### src/rtl/ov5640_sccb_master.sv
// SCCB (I2C-compatible) write master for OV5640 register programming.
// One cfg_start pulse produces one 3-phase write: DEVICE_ID, addr[15:8], addr[7:0], val.
// Ports: sys_clk/sys_rst (async, active-high); cfg_start/cfg_data in; cfg_end, busy, ack_err out;
//        sccb_scl, sccb_sda_out, sccb_sda_oe out; sccb_sda_in in (pad SDA = oe ? out : Z).
module ov5640_sccb_master #(
  parameter int         SYS_CLK_FREQ = 50_000_000,
  parameter int         SCCB_FREQ    = 250_000,
  parameter logic [7:0] DEVICE_ID    = 8'h78
) (
  input  logic        sys_clk,
  input  logic        sys_rst,
  input  logic        cfg_start,
  input  logic [23:0] cfg_data,
  output logic        cfg_end,
  output logic        busy,
  output logic        ack_err,
  output logic        sccb_scl,
  output logic        sccb_sda_out,
  output logic        sccb_sda_oe,
  input  logic        sccb_sda_in
);

  // Quarter-SCL period in sys_clk cycles.
  localparam int DIV = SYS_CLK_FREQ / (4 * SCCB_FREQ);
  localparam int DW  = $clog2((DIV < 2) ? 2 : DIV);

  generate
    if (DIV < 2) begin : g_div_check
      $error("ov5640_sccb_master: SYS_CLK_FREQ/(4*SCCB_FREQ) must be at least 2");
    end
  endgenerate

  typedef enum logic [2:0] {S_IDLE, S_START, S_BIT, S_STOP, S_DONE} state_t;

  state_t        state, nxt_state;
  logic [DW-1:0] div_cnt;
  logic [1:0]    phase, nxt_phase;
  logic [5:0]    bit_cnt, nxt_bit_cnt;     // 0..35 across the whole transaction
  logic [3:0]    byte_bit, nxt_byte_bit;   // 0..7 data bits, 8 = ACK slot
  logic [31:0]   shreg, nxt_shreg;         // MSB is the next data bit on the wire
  logic          tick;
  logic          nxt_scl, nxt_oe, nxt_out;

  // Next-state logic. Counters only move on a quarter tick, so every bus edge
  // lines up with a tick boundary.
  always_comb begin
    tick         = (state != S_IDLE) && (state != S_DONE) && (div_cnt == DW'(DIV - 1));
    nxt_state    = state;
    nxt_phase    = phase;
    nxt_bit_cnt  = bit_cnt;
    nxt_byte_bit = byte_bit;
    nxt_shreg    = shreg;
    case (state)
      S_IDLE: begin
        if (cfg_start) begin
          nxt_state    = S_START;
          nxt_phase    = 2'd0;
          nxt_bit_cnt  = 6'd0;
          nxt_byte_bit = 4'd0;
          nxt_shreg    = {DEVICE_ID, cfg_data};
        end
      end
      S_START: begin
        if (tick) begin
          nxt_phase = phase + 2'd1;
          if (phase == 2'd3) nxt_state = S_BIT;
        end
      end
      S_BIT: begin
        if (tick) begin
          nxt_phase = phase + 2'd1;
          if (phase == 2'd3) begin
            // ACK slots consume no data, so the shifter only advances on data slots.
            if (byte_bit != 4'd8) nxt_shreg = {shreg[30:0], 1'b0};
            nxt_byte_bit = (byte_bit == 4'd8) ? 4'd0 : byte_bit + 4'd1;
            if (bit_cnt == 6'd35) nxt_state = S_STOP;
            else nxt_bit_cnt = bit_cnt + 6'd1;
          end
        end
      end
      S_STOP: begin
        if (tick) begin
          nxt_phase = phase + 2'd1;
          if (phase == 2'd3) nxt_state = S_DONE;
        end
      end
      S_DONE:  nxt_state = S_IDLE;
      default: nxt_state = S_IDLE;
    endcase
  end

  // Bus levels for the upcoming state/phase; registered below so the pins
  // change on the same edge the phase does.
  always_comb begin
    nxt_scl = 1'b1;
    nxt_oe  = 1'b0;
    nxt_out = 1'b1;
    case (nxt_state)
      S_START: begin
        nxt_oe  = 1'b1;
        nxt_out = (nxt_phase == 2'd0);
        nxt_scl = ~nxt_phase[1];
      end
      S_BIT: begin
        nxt_scl = (nxt_phase == 2'd1) || (nxt_phase == 2'd2);
        if (nxt_byte_bit != 4'd8) begin
          nxt_oe  = 1'b1;
          nxt_out = nxt_shreg[31];
        end
      end
      S_STOP: begin
        nxt_oe  = 1'b1;
        nxt_scl = (nxt_phase != 2'd0);
        nxt_out = nxt_phase[1];
      end
      default: ;
    endcase
  end

  always_ff @(posedge sys_clk or posedge sys_rst) begin
    if (sys_rst) begin
      state        <= S_IDLE;
      div_cnt      <= '0;
      phase        <= 2'd0;
      bit_cnt      <= 6'd0;
      byte_bit     <= 4'd0;
      shreg        <= 32'd0;
      sccb_scl     <= 1'b1;
      sccb_sda_oe  <= 1'b0;
      sccb_sda_out <= 1'b1;
      cfg_end      <= 1'b0;
      busy         <= 1'b0;
      ack_err      <= 1'b0;
    end else begin
      state        <= nxt_state;
      phase        <= nxt_phase;
      bit_cnt      <= nxt_bit_cnt;
      byte_bit     <= nxt_byte_bit;
      shreg        <= nxt_shreg;
      div_cnt      <= (state == S_IDLE || state == S_DONE || tick) ? '0 : div_cnt + DW'(1);
      sccb_scl     <= nxt_scl;
      sccb_sda_oe  <= nxt_oe;
      sccb_sda_out <= nxt_out;
      cfg_end      <= (nxt_state == S_DONE);
      busy         <= (nxt_state != S_IDLE);
      // Sample the ACK at the end of the SCL-high window (p2); a NACK is only
      // recorded, the transaction always runs to STOP.
      if (state == S_IDLE && cfg_start)
        ack_err <= 1'b0;
      else if (state == S_BIT && tick && phase == 2'd2 && byte_bit == 4'd8 && sccb_sda_in)
        ack_err <= 1'b1;
    end
  end

endmodule

### config.mk
export PLATFORM = sky130hd
export DESIGN_NAME = ov5640_sccb_master
export DESIGN_NICKNAME = d
export VERILOG_FILES = /design/src/rtl/ov5640_sccb_master.sv
export SDC_FILE = /design/constraint.sdc
export NUM_CORES = 1
export LEC_CHECK = 0
export BUFFER_PORTS_ARGS = -buffer_cell sky130_fd_sc_hd__buf_2
export CORE_ASPECT_RATIO = 0.7
export CORE_UTILIZATION = 33
export DETAILED_ROUTE_END_ITERATION = 7
export PLACE_DENSITY = 0.56
export SLEW_MARGIN = 20
export SYNTH_ARGS = -nofsm -noshare
export SYNTH_HDL_FRONTEND = slang
export SYNTH_SLANG_ARGS = --single-unit
### constraint.sdc
create_clock -name sys_clk -period 5.9 [get_ports sys_clk]
set_clock_uncertainty 0.05 [all_clocks]
set_input_delay 0.295 -clock sys_clk [delete_from_list [all_inputs] [get_ports sys_clk]]
set_output_delay 0.295 -clock sys_clk [all_outputs]
set_load 0.02 [all_outputs]
==> metrics <==
outcome finished, final reports clean; final antenna-violating net count 0; post-synth cell types 50; Detailed Routing Iterations Pass 1 6; post_cts resized 0; top cells by count, synth dfrtp_1 (57), inv_1 (33), a222oi_1 (23); wirelength, routed 6104 um; max-slew headroom at the worst pin 50.42%; worst hold margin 0.1303 ns; Synth Net Count roughly 310; final setup violation count 0; Seq/Total Area, Yosys 51.44%; Filler Cell Count about 840; Total GRT Usage 13.94%; placed cell area 3134 um^2; Seq pwr share 41.5%; fin crit share 46.77%; Post-Layout Inst Area between 3000 and 4000 um^2; diode count 0; cells on worst reg2reg path 13; post-synthesis cell count 277; crit path from div_cnt[1]$_DFF_PP0_; CTS tree done; I/O pins 34; Die W 113.6 um; CP max-delay cell or4_1; Clk Latency, worst-skew pair 0.32 ns; PortBufs 33; largest area contributor in the netlist dfrtp_1; critical path's top delay family simple AND/OR/NAND/NOR gates; GR Overflow Total 0; Hold WC Path Type in2async; WP data arrival between 2 and 3 ns; power per standard cell area 291.3 nW/um^2; Fmax achieved 362.4 MHz; Post-Syn Area per Cell 10.38 um^2; r2r endpoint sccb_sda_out$_DFF_PP1_; Crit Reg-Reg Startpoint div_cnt[1]$_DFF_PP0_; Pleak about 1.7 nW; Post-synth EDFFs 0; cell internal pwr 807.8 uW; Worst setup EP type flip-flop; HPWL Detailed 4072 um; combinational power share 3.0%; CP bufs+invs 2; Psw 200.6 uW; Core Rows 28; DR DRC count 0; top post-synthesis cells by area dfrtp_1 (50%), a222oi_1 (8.0%), inv_1 (4.3%), ha_1 (3.5%), nor2_1 (2.6%); nets@finish 346; RSZ-0062 raised after global routing no; drt via density 5.103; slowest stage delay, CP 0.48 ns; post-CTS setup buffer count 0; Routed wire per std cell 14.03 um; sw frac around 20%; Via Count 2220; P&R area growth vs syn 20.41%; Num CTS Buffers 9; Final TNS setup 0 ns; most numerous cell in the Yosys netlist dfrtp_1; hold-fix buffers at CTS 0; Bufs on Longest Clock Path 2; Worst Tran Pin Value 0.7438 ns; max-cap violations 0; CTS H-tree lvls 3; WS Path Type reg2reg; clock sink total 59; Hold Vio Cnt, Final 0; Core ar. 8443 um^2; register bit count reported by yosys 59; Final Critical Period 2.760 ns; share of layout cells above drive strength 1 20.00%; CP dominant cell by count a21oi_1; pin count of the biggest net entering global routing 60; async set-reset flop share out of synthesis 100.0%; Die Y-Extent between 80 and 90 um; Inst Count DP 419; Synth Flop Type dfrtp_1; Syn Std Cell Area 2875 um^2; post-route insts no fill 435; initial antenna violation count 0; Die ar. 9096 um^2; vias in the first global route roughly 2000; CP required 6.08 ns; Critical Path Start Type flip-flop; flop2flop setup slack around 3.1 ns; clock-pin slew on the worst setup and hold paths 0.05 ns; Slew Viols, Final 0; worst path cell trace inv_1 -> ha_1 -> nand4b_1 -> or4_1 -> a21oi_1 -> nor2_1 -> ha_1 -> inv_1 -> a21oi_1 -> a21oi_1 -> nor2_1 -> a211oi_1 -> o211ai_2; routability cong. 0.9729; Synth Warn # 0; Root Driver clkbuf_16; first-pass GRT wire length 9798 um; clock power share 55.6%; Yosys top cell area share about half; Initial Utilization between 30 and 40%; 1st-iter DRT viols between 200 and 250; crit-path max FO 5; VDD IR max 0.0001638 V
==> power groups by stage <==
| stage | logic (mW) | registers (mW) | clock network [mW] |
|---|---|---|---|
| global route | 0.0346 | 0.419 | 0.590 |
| finish | 0.0298 | 0.418 | 0.560 |
| detailed placement | 0.0308 | 0.425 | 0 |
| floorplan | 0.0168 | 0.424 | 0 |
| CTS | 0.0309 | 0.418 | 0.575 |
| global placement | 0.0303 | 0.425 | 0 |
==> cells by family after synthesis <==
| group | Yosys count | share of synthesized area (%) |
|---|---|---|
| compound gates | 66 | 18.19 |
| xor+xnor | 9 | 2.742 |
| fa+ha+maj | 8 | 3.481 |
| buf+inv | 48 | 7.354 |
| flops | 59 | 51.44 |
| simple gates | 87 | 16.80 |
==> stage by stage <==
stage | total power [mW] | util, % | worst slack [ns]
after floorplan | 0.4404 | - | 3.508
after global placement | 0.4553 | 37.12 | 3.313
after detailed placement | 0.4558 | 37.12 | 3.222
after CTS | 1.024 | 41.00 | 3.164
after global routing | 1.044 | 41.00 | 2.948
final | 1.008 | 41.00 | 3.140
==> state kept, by name, summed over array words and instances, names as in the netlist, 2 cells and up <==
| signal | flops |
|---|---|
| state | 3 |
| bit_cnt | 6 |
| byte_bit | 4 |
| shreg | 32 |
| div_cnt | 6 |
| phase | 2 |
==> worst max path at each step <==
stage | slack [ns] | cells past startpoint | endpoint
floorplan | 3.51 | 13 | sccb_sda_out$_DFF_PP1_
global placement | 3.31 | 13 | sccb_sda_out$_DFF_PP1_
detailed placement | 3.22 | 13 | sccb_sda_out$_DFF_PP1_
CTS | 3.16 | 13 | sccb_sda_out$_DFF_PP1_
global route | 2.95 | 13 | sccb_sda_out$_DFF_PP1_
finish | 3.14 | 13 | sccb_sda_out$_DFF_PP1_
==> placed cells by master, fill, tap and decap left out, drive strengths merged, types with 5 or more instances in the layout <==
cell / count
clkbuf: 10
nand2b: 7
ha: 8
xor2: 6
inv: 34
dfrtp: 57
a21oi: 10
buf: 36
o21ai: 11
nand2: 16
a222oi: 23
nand3: 9
nor2: 20
o22a: 5
nor3: 8
==> cell type report <==
cell class / count / area (um^2) / share of cell area, %
flip-flops and latches: 59 / 1479 / 42.72
multi-input cells: 170 / 1190 / 34.37
clock buffers: 10 / 239.0 / 6.903
repair buffers: 36 / 187.7 / 5.421
well taps: 120 / 150.1 / 4.337
inverters: 34 / 127.6 / 3.686
clock inverters: 6 / 88.84 / 2.566
==> worst register-to-register path, cell delays in order, from the launching register on <==
cell and delay, ns:
dfrtp_1 0.39, inv_1 0.07, ha_1 0.16, nand4b_1 0.26
or4_1 0.48, a21oi_1 0.19, nor2_1 0.09, ha_1 0.20
inv_1 0.07, a21oi_1 0.06, a21oi_1 0.14, nor2_1 0.05
a211oi_1 0.32, o211ai_2 0.14
==> routing by layer <==
metal	track usage (%)	wire (um)
met1	20.93	3101
met2	18.11	2569
met4	7.237	91
met5	0	0
met3	3.245	342
(Power assumes the default switching activity.)
